--- config.mk ---
export PLATFORM = sky130hd
export DESIGN_NAME = ctrl_sequencer
export DESIGN_NICKNAME = d
export VERILOG_FILES = /design/src/rtl/ctrl_pkg.sv /design/src/rtl/ctrl_decode.sv /design/src/rtl/ctrl_sequencer.sv
export SDC_FILE = /design/constraint.sdc
export NUM_CORES = 1
export LEC_CHECK = 0
export BUFFER_PORTS_ARGS = -buffer_cell sky130_fd_sc_hd__clkbuf_2
export CAP_MARGIN = 5
export CORE_MARGIN = 5
export CORE_UTILIZATION = 50
export DETAILED_ROUTE_END_ITERATION = 8
export GPL_ROUTABILITY_DRIVEN = 0
export PLACE_DENSITY_LB_ADDON = 0.08
export SLEW_MARGIN = 20
export SYNTH_ARGS = -nofsm -noshare
export SYNTH_HDL_FRONTEND = slang
export SYNTH_SLANG_ARGS = --single-unit
--- constraint.sdc ---
create_clock -name clk -period 2.95 [get_ports clk]
set_clock_uncertainty 0.1 [all_clocks]
set_input_delay 0.59 -clock clk [delete_from_list [all_inputs] [get_ports clk]]
set_output_delay 0.59 -clock clk [all_outputs]
set_load 0.01 [all_outputs]
--- src/rtl/ctrl_pkg.sv ---
// ctrl_pkg: state encoding, opcode/ALU encodings and the decoded control word
// shared by the control sequencer and its instruction decoder.
package ctrl_pkg;

    typedef enum logic [2:0] {
        FETCH  = 3'd0,
        DECODE = 3'd1,
        EXEC   = 3'd2,
        MEM    = 3'd3,
        WB     = 3'd4,
        HALT   = 3'd5
    } state_t;

    // Major opcodes, instr[MCODEBITS-1 -: 3]
    localparam logic [2:0] OPC_ALU  = 3'b000;
    localparam logic [2:0] OPC_LD   = 3'b001;
    localparam logic [2:0] OPC_ST   = 3'b010;
    localparam logic [2:0] OPC_ADDI = 3'b011;
    localparam logic [2:0] OPC_BRZ  = 3'b100;
    localparam logic [2:0] OPC_MOV  = 3'b101;
    localparam logic [2:0] OPC_SHF  = 3'b110;
    localparam logic [2:0] OPC_LOG  = 3'b111;

    // Internal ALU operation codes; the sequencer widens them to OPWIDTH
    localparam int ALU_OPW = 4;
    localparam logic [ALU_OPW-1:0] ALU_ADD  = 4'd0;
    localparam logic [ALU_OPW-1:0] ALU_SUB  = 4'd1;
    localparam logic [ALU_OPW-1:0] ALU_LSL  = 4'd2;
    localparam logic [ALU_OPW-1:0] ALU_ASR  = 4'd3;
    localparam logic [ALU_OPW-1:0] ALU_LSR  = 4'd4;
    localparam logic [ALU_OPW-1:0] ALU_NOT  = 4'd5;
    localparam logic [ALU_OPW-1:0] ALU_AND  = 4'd6;
    localparam logic [ALU_OPW-1:0] ALU_OR   = 4'd7;
    localparam logic [ALU_OPW-1:0] ALU_MUL  = 4'd8;
    localparam logic [ALU_OPW-1:0] ALU_PASS = 4'hF;

    typedef struct packed {
        logic               reg_dst;
        logic               alu_src;
        logic               mem_to_reg;
        logic               mem_read;
        logic               mem_write;
        logic               reg_write;
        logic               branch;
        logic               mul;
        logic               halt;
        logic               illegal;
        logic [ALU_OPW-1:0] alu_op;
    } ctrl_word_t;

    // Control word that drives nothing: all selects low, ALU passing a through
    function automatic ctrl_word_t ctrl_idle();
        ctrl_word_t w;
        w        = '0;
        w.alu_op = ALU_PASS;
        return w;
    endfunction

endpackage

--- src/rtl/ctrl_decode.sv ---
// ctrl_decode: purely combinational opcode/funct decoder producing one
// ctrl_word_t per instruction. Only the opcode and funct fields take part
// in decoding; the operand fields travel through the datapath untouched.
module ctrl_decode
    import ctrl_pkg::*;
#(
    parameter int MCODEBITS = 9
) (
    input  logic [MCODEBITS-1:0] i_instr,
    output ctrl_word_t           o_ctrl
);

    logic [2:0] w_opc;
    logic [1:0] w_fn;
    ctrl_word_t w_c;

    assign w_opc  = i_instr[MCODEBITS-1 -: 3];
    assign w_fn   = i_instr[MCODEBITS-4 -: 2];
    assign o_ctrl = w_c;

    // Opcode/funct table; anything not listed decodes as illegal with no side effects
    always_comb begin
        w_c = ctrl_idle();
        case (w_opc)
            OPC_ALU: begin
                case (w_fn)
                    2'b00: begin
                        w_c.reg_dst   = 1'b1;
                        w_c.reg_write = 1'b1;
                        w_c.alu_op    = ALU_ADD;
                    end
                    2'b01: begin
                        w_c.reg_dst   = 1'b1;
                        w_c.reg_write = 1'b1;
                        w_c.alu_op    = ALU_SUB;
                    end
                    default: w_c.illegal = 1'b1;
                endcase
            end
            OPC_LD: begin
                w_c.mem_read   = 1'b1;
                w_c.mem_to_reg = 1'b1;
                w_c.reg_write  = 1'b1;
            end
            OPC_ST: begin
                w_c.mem_write = 1'b1;
            end
            OPC_ADDI: begin
                w_c.alu_src   = 1'b1;
                w_c.reg_write = 1'b1;
                w_c.alu_op    = ALU_ADD;
            end
            OPC_BRZ: begin
                w_c.branch = 1'b1;
            end
            OPC_MOV: begin
                if (w_fn == 2'b11) begin
                    w_c.halt = 1'b1;
                end else begin
                    w_c.reg_dst   = 1'b1;
                    w_c.reg_write = 1'b1;
                end
            end
            OPC_SHF: begin
                w_c.reg_dst   = 1'b1;
                w_c.reg_write = 1'b1;
                case (w_fn)
                    2'b00:   w_c.alu_op = ALU_LSL;
                    2'b01:   w_c.alu_op = ALU_ASR;
                    2'b10:   w_c.alu_op = ALU_LSR;
                    default: w_c.alu_op = ALU_NOT;
                endcase
            end
            OPC_LOG: begin
                case (w_fn)
                    2'b00: begin
                        w_c.reg_dst   = 1'b1;
                        w_c.reg_write = 1'b1;
                        w_c.alu_op    = ALU_AND;
                    end
                    2'b01: begin
                        w_c.reg_dst   = 1'b1;
                        w_c.reg_write = 1'b1;
                        w_c.alu_op    = ALU_OR;
                    end
                    2'b10: begin
                        w_c.reg_dst   = 1'b1;
                        w_c.reg_write = 1'b1;
                        w_c.mul       = 1'b1;
                        w_c.alu_op    = ALU_MUL;
                    end
                    default: w_c.illegal = 1'b1;
                endcase
            end
            default: w_c.illegal = 1'b1;
        endcase
    end

endmodule

--- src/rtl/ctrl_sequencer.sv ---
// ctrl_sequencer: multi-cycle FETCH->DECODE->EXEC->(MEM)->WB control sequencer
// with registered control outputs, multi-cycle MUL, memory wait states,
// conditional branch and a sticky HALT state.
// Optional build macro CTRL_ILLEGAL_TRAP_EN: adds output illegal_op and sends
// an illegal decode straight to HALT instead of retiring it as a NOP.
module ctrl_sequencer
    import ctrl_pkg::*;
#(
    parameter int MCODEBITS  = 9,
    parameter int OPWIDTH    = 4,
    parameter int MUL_CYCLES = 3
) (
    input  logic                 clk,
    input  logic                 reset,
    input  logic                 instr_valid,
    output logic                 instr_ready,
    input  logic [MCODEBITS-1:0] instr,
    input  logic                 zero_flag,
    input  logic                 mem_ack,
    output logic                 reg_dst,
    output logic                 alu_src,
    output logic                 mem_to_reg,
    output logic                 mem_read,
    output logic                 mem_write,
    output logic                 reg_write,
    output logic                 pc_en,
    output logic                 branch_taken,
    output logic [OPWIDTH-1:0]   alu_op,
    output logic                 busy,
    output logic                 halted
`ifdef CTRL_ILLEGAL_TRAP_EN
    ,
    output logic                 illegal_op
`endif
);

    // EXEC countdown: wide enough for MUL_CYCLES-1, at least one bit
    localparam int CW = (MUL_CYCLES > 1) ? $clog2(MUL_CYCLES) : 1;
    localparam logic [CW-1:0] MUL_LOAD = CW'(MUL_CYCLES - 1);

    // Widen the internal ALU code; pass-through is all ones at any OPWIDTH
    function automatic logic [OPWIDTH-1:0] map_alu_op(input logic [ALU_OPW-1:0] code);
        if (code == ALU_PASS) begin
            return '1;
        end
        return OPWIDTH'(code);
    endfunction

    state_t               r_state;
    logic [MCODEBITS-1:0] r_instr;
    logic [CW-1:0]        r_cnt;
    logic                 r_zero;

    // Per-instruction bits remembered from DECODE for later states
    logic r_rd_op;
    logic r_wr_op;
    logic r_wb_op;
    logic r_br_op;
    logic r_halt_op;

    // Registered outputs
    logic               r_instr_ready;
    logic               r_reg_dst;
    logic               r_alu_src;
    logic               r_mem_to_reg;
    logic               r_mem_read;
    logic               r_mem_write;
    logic               r_reg_write;
    logic               r_pc_en;
    logic               r_branch_taken;
    logic [OPWIDTH-1:0] r_alu_op;
    logic               r_busy;
    logic               r_halted;
`ifdef CTRL_ILLEGAL_TRAP_EN
    logic               r_illegal_op;
`endif

    ctrl_word_t w_dec;
    logic       w_trap;

    ctrl_decode #(
        .MCODEBITS (MCODEBITS)
    ) u_decode (
        .i_instr (r_instr),
        .o_ctrl  (w_dec)
    );

`ifdef CTRL_ILLEGAL_TRAP_EN
    assign w_trap = w_dec.illegal;
`else
    assign w_trap = 1'b0;
`endif

    // Instruction latch: captured only on the FETCH handshake
    always_ff @(posedge clk) begin
        if (r_state == FETCH && r_instr_ready && instr_valid) begin
            r_instr <= instr;
        end
    end

    // Sequencer FSM with all control outputs registered alongside the state
    always_ff @(posedge clk) begin
        if (reset) begin
            r_state        <= FETCH;
            r_cnt          <= '0;
            r_zero         <= 1'b0;
            r_rd_op        <= 1'b0;
            r_wr_op        <= 1'b0;
            r_wb_op        <= 1'b0;
            r_br_op        <= 1'b0;
            r_halt_op      <= 1'b0;
            r_instr_ready  <= 1'b0;
            r_reg_dst      <= 1'b0;
            r_alu_src      <= 1'b0;
            r_mem_to_reg   <= 1'b0;
            r_mem_read     <= 1'b0;
            r_mem_write    <= 1'b0;
            r_reg_write    <= 1'b0;
            r_pc_en        <= 1'b0;
            r_branch_taken <= 1'b0;
            r_alu_op       <= '1;
            r_busy         <= 1'b0;
            r_halted       <= 1'b0;
`ifdef CTRL_ILLEGAL_TRAP_EN
            r_illegal_op   <= 1'b0;
`endif
        end else begin
            case (r_state)
                FETCH: begin
                    // Ready comes up one cycle after reset, then stays up until a handshake
                    if (r_instr_ready && instr_valid) begin
                        r_instr_ready <= 1'b0;
                        r_busy        <= 1'b1;
                        r_state       <= DECODE;
                    end else begin
                        r_instr_ready <= 1'b1;
                    end
                end

                DECODE: begin
                    if (w_trap) begin
                        r_state  <= HALT;
                        r_busy   <= 1'b0;
                        r_halted <= 1'b1;
`ifdef CTRL_ILLEGAL_TRAP_EN
                        r_illegal_op <= 1'b1;
`endif
                    end else begin
                        r_reg_dst    <= w_dec.reg_dst;
                        r_alu_src    <= w_dec.alu_src;
                        r_mem_to_reg <= w_dec.mem_to_reg;
                        r_alu_op     <= map_alu_op(w_dec.alu_op);
                        r_rd_op      <= w_dec.mem_read;
                        r_wr_op      <= w_dec.mem_write;
                        // An illegal op that is not trapped must never write a register
                        r_wb_op      <= w_dec.reg_write & ~w_dec.illegal;
                        r_br_op      <= w_dec.branch;
                        r_halt_op    <= w_dec.halt;
                        r_cnt        <= w_dec.mul ? MUL_LOAD : '0;
                        r_state      <= EXEC;
                    end
                end

                EXEC: begin
                    if (r_cnt != '0) begin
                        r_cnt <= r_cnt - 1'b1;
                    end else begin
                        r_zero <= zero_flag;
                        if (r_rd_op || r_wr_op) begin
                            r_mem_read  <= r_rd_op;
                            r_mem_write <= r_wr_op;
                            r_state     <= MEM;
                        end else begin
                            r_pc_en        <= ~r_halt_op;
                            r_reg_write    <= r_wb_op;
                            r_branch_taken <= r_br_op & zero_flag;
                            r_state        <= WB;
                        end
                    end
                end

                MEM: begin
                    // Unbounded wait: the memory owns the completion
                    if (mem_ack) begin
                        r_mem_read     <= 1'b0;
                        r_mem_write    <= 1'b0;
                        r_pc_en        <= ~r_halt_op;
                        r_reg_write    <= r_wb_op;
                        r_branch_taken <= r_br_op & r_zero;
                        r_state        <= WB;
                    end
                end

                WB: begin
                    // Single retire cycle; drop every per-instruction select afterwards
                    r_pc_en        <= 1'b0;
                    r_reg_write    <= 1'b0;
                    r_branch_taken <= 1'b0;
                    r_reg_dst      <= 1'b0;
                    r_alu_src      <= 1'b0;
                    r_mem_to_reg   <= 1'b0;
                    r_alu_op       <= '1;
                    r_busy         <= 1'b0;
                    if (r_halt_op) begin
                        r_halted <= 1'b1;
                        r_state  <= HALT;
                    end else begin
                        r_instr_ready <= 1'b1;
                        r_state       <= FETCH;
                    end
                end

                HALT: begin
                    r_state <= HALT;
                end

                default: begin
                    r_state <= FETCH;
                end
            endcase
        end
    end

    assign instr_ready  = r_instr_ready;
    assign reg_dst      = r_reg_dst;
    assign alu_src      = r_alu_src;
    assign mem_to_reg   = r_mem_to_reg;
    assign mem_read     = r_mem_read;
    assign mem_write    = r_mem_write;
    assign reg_write    = r_reg_write;
    assign pc_en        = r_pc_en;
    assign branch_taken = r_branch_taken;
    assign alu_op       = r_alu_op;
    assign busy         = r_busy;
    assign halted       = r_halted;
`ifdef CTRL_ILLEGAL_TRAP_EN
    assign illegal_op   = r_illegal_op;
`endif

endmodule

==> impl_metrics.py, run 1 <==
metrics = {
    "die": {
        "rows": 19,
        "die_w_um": 64.2,
        "initial_utilization": 0.528,
        "die-area_sq_um": 4120,
        "ios": 29,
        "die_h_um": 64.2,
        "core_sq_um": 2780,
    },
    "cells_and_area": {
        "seq_area_sq_um": 671,
        "layout_commonest_cell": "dfxtp_1",
        "layout.nets": 203,
        "area_delta_synth_final_pct": 9.54,
        "fin_area_sq_um": 1610,
        "multiInputGateArea_sq_um": 703,
        "drive_gt1_frac": 0.190,
        "largest_reg_flops": 5,
        "antennaDiodeCount": 0,
        "fillerInstances": 261,
        "regMostFlops": "r_instr",
        "final_cell_mix": "dfxtp_1 (26), clkbuf_2 (24), a21oi_1 (21)",
    },
    "worst_setup_path": {
        "worst_ep_required_time_ps": 3130,
        "r2r.worst_path.cells": 4,
        "cp.arrival_ps": 2090,
        "startpoint_type": "register",
        "cp_max_fo": 20,
        "r2r_slack_ps": 1040,
        "crit_chain": "or3b_4, a21oi_1, o21ai_1, nand3_1",
        "cp-startpoint": "r_state[0]",
        "crit_type": "register to register",
        "crit_slowest_cell": "dfxtp_1",
        "crit_path_max_incr_delay_ps": 740,
        "worstReg2RegStart": "r_state[0]",
        "crit_buf_inv": 0,
        "crit_family": "flip-flops",
        "worstSetupEndpointType": "register",
        "r2r-end": "alu_op[1]",
    },
    "pwr": {
        "p_total_uw": 1260,
        "power_density_nw_per_um2": 784,
        "peakVddDrop_mv": 0.510,
        "leakagePower_uw": 0.000621,
    },
    "clock_network": {
        "cts_buffer_depth": 2,
        "clkLatencyLatePin_ps": 330,
        "h-tree-depth": 2,
        "clock-sinks": 31,
        "cts_setup_buffers": 0,
        "cts_tree": "built",
        "cts_resized": 0,
        "cts_buffers": 5,
        "clkTransAtPathRegs_ps": 100,
        "hold_buffers": 0,
        "cts-root-buf": "clkbuf_4",
    },
    "sta": {
        "tns_ps": 0,
        "tightest_slew_ps": 647,
        "fin_crit_sh": 0.649,
        "rsz0062_at_grt": "false",
        "holdWs_ps": 334,
        "setup_ws_ps": 1040,
        "setup_viol": 0,
        "fmax_mhz": 522,
        "drv_slew": 0,
        "relSlewSlack": 0.568,
        "hold_viol": 0,
        "finalCriticalPeriod_ps": 1910,
    },
    "min_path": {
        "whs_endpoint": "r_instr[6]",
        "worstHoldStart": "instr[6]",
        "worstHoldPathCells": 1,
        "hold_class": "input port to register",
    },
    "global_route": {
        "use_met2": 0.263,
        "grt_use_met1": 0.205,
        "grt_max_degree": 24,
        "track_usage": 0.168,
        "grt-busiest-layer": "met2",
        "grt_pass1_wl_um": 5470,
        "antenna_found_initial": 0,
        "grt-ovfl-total": 0,
        "grtUsageMet3": 0.0630,
        "grt_pass1_vias": 1182,
    },
    "yosys": {
        "synth-seq-cells": 31,
        "synth_warnings": 0,
        "synth_fp_nets": 183,
        "synth_cell_types": 39,
        "async_flop_share": 0,
        "ys_seq_area_frac": 0.457,
        "synth_cells": 168,
        "synth_edf_count": 5,
        "synth_area_per_cell_sq_um": 8.74,
        "netlist_area_sq_um": 1470,
        "synthFlopType": "dfxtp_1",
    },
    "detailed_routing": {
        "finalWirelength_um": 3110,
        "drc": 0,
        "avgViaCountPerCell": 5.81,
        "first_iter_violations": 78,
        "vias": 1278,
        "avgRoutedWirePerCell_um": 14.1,
        "dr.pass1.iters": 4,
        "ant_nets": 0,
    },
    "outcome": {
        "outcome": "finished, final reports clean",
    },
    "place": {
        "io_buffers": 24,
        "placed_area_sq_um": 1560,
        "detailed_place_hpwl_um": 2210,
        "post-place-ws_ps": 1060,
    },
    "flow_run": {
        "drv_cap": 0,
    },
}
==> power breakdown <==
group / leakage [uW] / total (uW) / internal [uW] / switching, uW
Combinational: 0.000335 / 418 / 189 / 229
Clock: 0.0000293 / 232 / 92.7 / 139
Sequential: 0.000258 / 612 / 510 / 102
==> area by class of cell <==
type,count,area share
clock buffers,7,0.0280
clock inverters,1,0.00311
inverters,7,0.0163
multi-input cells,119,0.437
flip-flops and latches,31,0.417
well taps,31,0.0241
repair buffers,24,0.0747
==> worst register-to-register path: cells and delay by family (launching register included) <==
family | cells | cell delay, ps
simple gates | 2 | 630
flops | 1 | 740
compound gates | 2 | 380
==> logic make-up after synthesis <==
| kind of cell | after synthesis | synth area share |
|---|---|---|
| adders and majority gates | 1 | 0.00852 |
| DFF | 31 | 0.457 |
| and+or+nand+nor | 66 | 0.245 |
| buffers and inverters | 18 | 0.0647 |
| muxes | 3 | 0.0213 |
| AOI/OAI and AO/OA | 49 | 0.204 |
==> per-layer routing <==
metal	vias up	routed length [um]
met5	-	0
met4	0	59
met1	594	1370
met3	7	176
met2	30	1500
li1	647	-
==> cells in the mapped netlist (2+ instances only) <==
cell type,n,area share
a31oi_1,2,0.0085
o21ai_1,2,0.0068
a22oi_1,4,0.020
nand3b_1,2,0.010
nand3_1,8,0.027
o211ai_1,2,0.010
inv_1,7,0.018
dfxtp_1,26,0.35
nor2b_1,2,0.0085
o21ai_0,10,0.034
nor3b_1,2,0.010
clkbuf_1,4,0.010
or3_1,3,0.013
nor3_1,4,0.014
nor2_1,15,0.038
buf_6,3,0.023
and3_1,2,0.0085
nand2_1,17,0.043
o31ai_1,2,0.010
nand4_1,3,0.013
buf_2,4,0.014
nor4_1,2,0.0085
mux2i_1,2,0.014
a21oi_1,21,0.072
edfxtp_1,5,0.10
==> through the flow <==
| stage | util | std cells |
|---|---|---|
| 6_report | 0.578 | 220 |
| 5_1_grt | 0.578 | 220 |
| 4_1_cts | 0.578 | 220 |
| 3_3_place_gp | 0.561 | 212 |
| 2_1_floorplan | - | 168 |
| 3_5_place_dp | 0.561 | 212 |
==> how the worst max path moves through the flow <==
| stage | to | cells past startpoint |
|---|---|---|
| after floorplan | reg_write | 6 |
| after global placement | alu_op[1] | 4 |
| after detailed placement | alu_op[1] | 4 |
| after CTS | alu_op[1] | 4 |
| after global routing | r_halt_op | 4 |
| final | alu_op[1] | 4 |
No activity file was read; power rests on OpenSTA's default activity.
==> inputs of run 2 (changes only) <==
--- a/config.mk
+++ b/config.mk
@@ -5,10 +5,11 @@
 export SDC_FILE = /design/constraint.sdc
 export NUM_CORES = 1
 export LEC_CHECK = 0
+export ABC_AREA = 1
 export BUFFER_PORTS_ARGS = -buffer_cell sky130_fd_sc_hd__clkbuf_2
 export CAP_MARGIN = 5
 export CORE_MARGIN = 5
-export CORE_UTILIZATION = 50
+export CORE_UTILIZATION = 48
 export DETAILED_ROUTE_END_ITERATION = 8
 export GPL_ROUTABILITY_DRIVEN = 0
 export PLACE_DENSITY_LB_ADDON = 0.08
==> constraint.sdc (replaced) <==
create_clock -name clk -period 1.7 [get_ports clk]
set_clock_uncertainty 0.1 [all_clocks]
set_input_delay 0.34 -clock clk [delete_from_list [all_inputs] [get_ports clk]]
set_output_delay 0.34 -clock clk [all_outputs]
set_load 0.01 [all_outputs]
==> run 2 against run 1 <==
Effect of this change: synthesized cell count grew 22%; sequential power grew 38%; die area grew 3.7%; clock power grew 79%; synthesized area grew 0.26%; global-route usage shrank 0.060 points; fmax grew 27%; power grew 26%; utilization shrank 1.3 points; hold slack lost 260 ps; register-to-register slack lost 840 ps; sequential cell count is the same.
==> impl_metrics.py, run 2 <==
metrics = {
    "yosys": {
        "synth_fp_nets": 220,
        "synth_cells": 205,
        "synth_top_area_frac": 0.353,
        "synth_cell_types": 26,
        "ys_seq_area_frac": 0.455,
        "synth_common_cells": "nand2_1 (57), dfxtp_1 (26), inv_1 (26)",
        "netlist_area_sq_um": 1470,
        "synth_area_per_cell_sq_um": 7.18,
        "synth_warnings": 0,
        "synthTopCellsByArea": "dfxtp_1 (35%), nand2_1 (15%), edfxtp_1 (10%)",
        "synthFlopType": "dfxtp_1",
        "synth.most_common_cell": "nand2_1",
        "synth_top_area_cell": "dfxtp_1",
        "synth-seq-cells": 31,
        "async_flop_share": 0,
        "synth_edf_count": 5,
    },
    "cells_and_area": {
        "area_delta_synth_final_pct": 15.3,
        "multiInputGateArea_sq_um": 688,
        "antennaDiodeCount": 0,
        "layout.nets": 252,
        "regMostFlops": "r_instr",
        "final_cell_mix": "nand2_1 (57), inv_1 (26), dfxtp_1 (26)",
        "layout_commonest_cell": "nand2_1",
        "stdcell_count": 271,
        "drive_gt1_frac": 0.202,
        "largest_reg_flops": 5,
        "seq_area_sq_um": 671,
        "fillerInstances": 306,
    },
    "pwr": {
        "intPower_uw": 1090,
        "switchingPower_uw": 500,
        "power_frac_seq": 0.532,
        "comb_power_share": 0.205,
        "p_total_uw": 1590,
        "p_clk_frac": 0.262,
        "power_density_nw_per_um2": 935,
        "p_sw_frac": 0.315,
        "leakagePower_uw": 0.000828,
        "peakVddDrop_mv": 0.475,
    },
    "place": {
        "detailed_place_hpwl_um": 2380,
        "dp.cells": 263,
        "io_buffers": 24,
    },
    "worst_setup_path": {
        "worst_ep_required_time_ps": 1830,
        "crit_type": "register to register",
        "cp_max_fo": 4,
        "cp.arrival_ps": 1640,
        "r2r-end": "branch_taken",
        "r2r_slack_ps": 190,
        "worstReg2RegStart": "r_cnt[0]",
        "startpoint_type": "register",
        "r2r.worst_path.cells": 10,
        "worstSetupEndpointType": "register",
    },
    "flow_run": {
        "drv_cap": 0,
    },
    "detailed_routing": {
        "avgViaCountPerCell": 5.02,
        "avgRoutedWirePerCell_um": 11.4,
        "vias": 1361,
        "drc": 0,
        "first_iter_violations": 55,
        "finalWirelength_um": 3100,
        "dr.pass1.iters": 4,
        "ant_nets": 0,
    },
    "die": {
        "core_sq_um": 3000,
        "die-area_sq_um": 4280,
        "die_h_um": 65.4,
        "rows": 20,
        "die_w_um": 65.4,
        "ios": 29,
        "initial_utilization": 0.490,
    },
    "clock_network": {
        "hold_buffers": 0,
        "cts_tree": "built",
        "clkLatencyLatePin_ps": 330,
        "cts_setup_buffers": 0,
        "cts_buffers": 5,
        "h-tree-depth": 2,
        "cts_buffer_depth": 2,
        "cts-root-buf": "clkbuf_4",
        "clkTransAtPathRegs_ps": 100,
        "cts_resized": 0,
        "clock-sinks": 31,
    },
    "sta": {
        "fmax_mhz": 664,
        "fin_crit_sh": 0.886,
        "finalCriticalPeriod_ps": 1510,
        "hold_viol": 0,
        "tns_ps": 0,
        "rsz0062_at_grt": "false",
        "drv_slew": 0,
        "tightest_slew_ps": 278,
        "relSlewSlack": 0.814,
        "setup_viol": 0,
    },
    "outcome": {
        "outcome": "finished, final reports clean",
    },
    "global_route": {
        "grt_pass1_wl_um": 5480,
        "grt-ovfl-total": 0,
        "antenna_found_initial": 0,
        "track_usage": 0.167,
        "grt_pass1_vias": 1272,
        "grt_max_degree": 18,
    },
    "min_path": {
        "hold_class": "input port to register",
        "worstHoldStart": "instr[4]",
        "worstHoldPathCells": 1,
        "whs_endpoint": "r_instr[4]",
    },
}
-- run 2: worst max-delay path: stages (launching register included) --
cell	delay (ps)
dfxtp_1	350
inv_1	60
ha_1	190
inv_1	80
nand3_1	190
nand2_4	160
nor2_4	50
nand2_2	80
nand2_1	50
nand2_1	50
nor2_1	40
-- run 2: final cells by class --
cell class	instances	area share
Sequential cell	31	0.395
Tap cell	33	0.0243
Clock inverter	1	0.00295
Inverter	28	0.0619
Multi-Input combinational cell	144	0.405
Timing Repair Buffer	27	0.0840
Clock buffer	7	0.0265
-- run 2: power by group through the flow --
stage / Sequential (uW) / Clock [uW] / Combinational [uW]
floorplan: 871 / 0 / 219
global placement: 860 / 0 / 321
global route: 854 / 467 / 377
finish: 845 / 416 / 326
detailed placement: 863 / 0 / 328
CTS: 846 / 429 / 330
-- run 2: metrics by stage --
stage	utilization	instance area [sq um]	setup slack [ps]	hold WS, ps
6_report	0.565	1700	194	77.9
5_1_grt	0.565	1700	12.6	59.3
4_1_cts	0.565	1700	188	64.1
3_5_place_dp	0.549	1650	197	333
3_3_place_gp	0.549	1650	238	311
2_1_floorplan	-	1470	346	303
-- run 2: worst max-delay path by stage --
stage                     startpoint           end
final                       r_cnt[0]  branch_taken
after global routing      r_instr[8]     alu_op[0]
after CTS                 r_instr[8]     alu_op[2]
after detailed placement  r_instr[8]     alu_op[2]
after global placement    r_instr[8]     alu_op[0]
after floorplan             r_cnt[0]         pc_en
-- run 2: logic make-up after synthesis --
group	Yosys count	synth area share
buffers and inverters	30	0.0773
AOI/OAI and AO/OA	30	0.111
and+or+nand+nor	113	0.347
DFF	31	0.455
adders and majority gates	1	0.00849
-- run 2: metal layers --
layer	global-route usage	wire [um]	vias up
met1	0.181	1330	616
met4	0.0751	76	0
li1	-	-	716
met2	0.293	1550	21
met5	0	0	-
met3	0.0547	140	8
==> inputs of run 3 (changes only) <==
--- a/config.mk
+++ b/config.mk
@@ -5,7 +5,7 @@
 export SDC_FILE = /design/constraint.sdc
 export NUM_CORES = 1
 export LEC_CHECK = 0
-export ABC_AREA = 1
+export ABC_AREA = 0
 export BUFFER_PORTS_ARGS = -buffer_cell sky130_fd_sc_hd__clkbuf_2
 export CAP_MARGIN = 5
 export CORE_MARGIN = 5
==> run 3 against run 2 <==
Effect of this change: fmax fell by 6.0%; first-iteration DRC count is 36% higher; global-route usage increased by 0.96 points; utilization increased by 0.46 points; highest routed layer unchanged; power increased by 50%.
==> impl_metrics.py, run 3 (same netlist as run 1, synthesis figures left out) <==
metrics = {
    "die": {
        "die_w_um": 65.3,
        "rows": 20,
        "ios": 29,
        "die-area_sq_um": 4270,
        "die_h_um": 65.3,
        "initial_utilization": 0.489,
        "core_sq_um": 3000,
    },
    "global_route": {
        "grt-ovfl-total": 0,
        "grt_pass1_wl_um": 5660,
        "antenna_found_initial": 0,
        "grt_max_degree": 16,
        "track_usage": 0.176,
        "grt_pass1_vias": 1267,
    },
    "cells_and_area": {
        "final_cell_mix": "dfxtp_1 (24), clkbuf_2 (24), a21oi_1 (21)",
        "drive_gt1_frac": 0.258,
        "antennaDiodeCount": 0,
        "fillerInstances": 294,
        "area_delta_synth_final_pct": 16.5,
        "largest_reg_flops": 5,
        "layout.nets": 212,
        "regMostFlops": "r_instr",
    },
    "worst_setup_path": {
        "crit_chain": "buf_4, and4bb_4, a211oi_4, or3_1, a21oi_1",
        "r2r-end": "pc_en",
        "crit_type": "register to register",
        "worstSetupEndpointType": "register",
        "r2r_slack_ps": 100,
        "cp.arrival_ps": 1770,
        "r2r.worst_path.cells": 5,
        "crit_buf_inv": 1,
        "worst_ep_required_time_ps": 1870,
        "crit_family": "simple AND/OR/NAND/NOR gates",
        "crit_path_max_incr_delay_ps": 410,
        "cp_max_fo": 10,
        "crit_cells": 5,
        "worstReg2RegStart": "r_state[1]",
        "startpoint_type": "register",
        "crit_slowest_cell": "dfxtp_1",
    },
    "min_path": {
        "worstHoldPathCells": 1,
        "worstHoldStart": "instr[6]",
        "hold_class": "input port to register",
        "whs_endpoint": "r_instr[6]",
    },
    "detailed_routing": {
        "drc": 0,
        "vias": 1313,
        "avgRoutedWirePerCell_um": 14.1,
        "finalWirelength_um": 3260,
        "dr.pass1.iters": 4,
        "ant_nets": 0,
        "avgViaCountPerCell": 5.68,
        "first_iter_violations": 75,
    },
    "pwr": {
        "peakVddDrop_mv": 0.730,
        "leakagePower_uw": 0.000675,
        "power_density_nw_per_um2": 1390,
        "p_total_uw": 2380,
    },
    "sta": {
        "finalCriticalPeriod_ps": 1600,
        "fmax_mhz": 624,
        "relSlewSlack": 0.746,
        "fin_crit_sh": 0.943,
        "tightest_slew_ps": 381,
        "drv_slew": 0,
        "tns_ps": 0,
        "setup_viol": 0,
        "rsz0062_at_grt": "false",
        "hold_viol": 0,
    },
    "clock_network": {
        "clock-sinks": 31,
        "clkTransAtPathRegs_ps": 100,
        "cts-root-buf": "clkbuf_4",
        "clkLatencyLatePin_ps": 340,
        "cts_setup_buffers": 0,
        "cts_resized": 0,
        "h-tree-depth": 2,
        "cts_buffer_depth": 2,
        "hold_buffers": 0,
        "cts_tree": "built",
        "cts_buffers": 5,
    },
    "place": {
        "io_buffers": 24,
        "detailed_place_hpwl_um": 2430,
    },
    "outcome": {
        "outcome": "finished, final reports clean",
    },
    "flow_run": {
        "drv_cap": 0,
    },
}
## run 3: cell types whose count changed in the layout (fill, tap and decap cells not counted), moves of 6 or more
cell | previous run | this run
buf_4 | 3 | 9
inv_1 | 26 | 7
nor2_1 | 24 | 15
a21oi_1 | 15 | 21
nand2_1 | 57 | 17
## run 3: per-stage QoR
step           std cells  hold slack, ps  utilization  setup WS [ps]  cell area, sq um
6_report             231            65.7        0.570           97.5              1710
5_1_grt              231            43.8        0.570           15.2              1710
4_1_cts              231            48.1        0.567           47.5              1700
3_5_place_dp         223             348        0.543           58.9              1630
3_3_place_gp         223             341        0.543            108              1630
2_1_floorplan        168             332            -            174              1470
## run 3: report_power, final
group	switching (uW)	internal, uW	leakage, uW	total [uW]
Sequential	114	888	0.000258	1000
Clock	270	242	0.0000375	511
Combinational	475	394	0.000379	869
## run 3: worst max-delay path by stage
stage,start,endpoint,slack (ps)
floorplan,r_cnt[0],reg_write,170
global placement,r_cnt[0],reg_write,110
detailed placement,r_cnt[0],reg_write,60
CTS,r_cnt[0],reg_write,50
global route,r_state[1],pc_en,20
finish,r_state[1],pc_en,100
## run 3: area by class of cell
type,instances,area [sq um],area share
Inverter,7,26.3,0.0154
Multi-Input combinational cell,119,711,0.415
Clock buffer,7,65.1,0.0380
Timing Repair Buffer,33,188,0.110
Tap cell,33,41.3,0.0241
Sequential cell,31,673,0.393
Clock inverter,1,7.51,0.00439
## run 3: metal layers
layer | share of wire | up-vias | GRT usage | wire, um
met2 | 0.49 | 33 | 0.287 | 1580
met3 | 0.039 | 12 | 0.0530 | 126
met5 | 0 | - | 0 | 0
met4 | 0.037 | 0 | 0.109 | 121
met1 | 0.44 | 599 | 0.202 | 1430
li1 | - | 669 | - | -
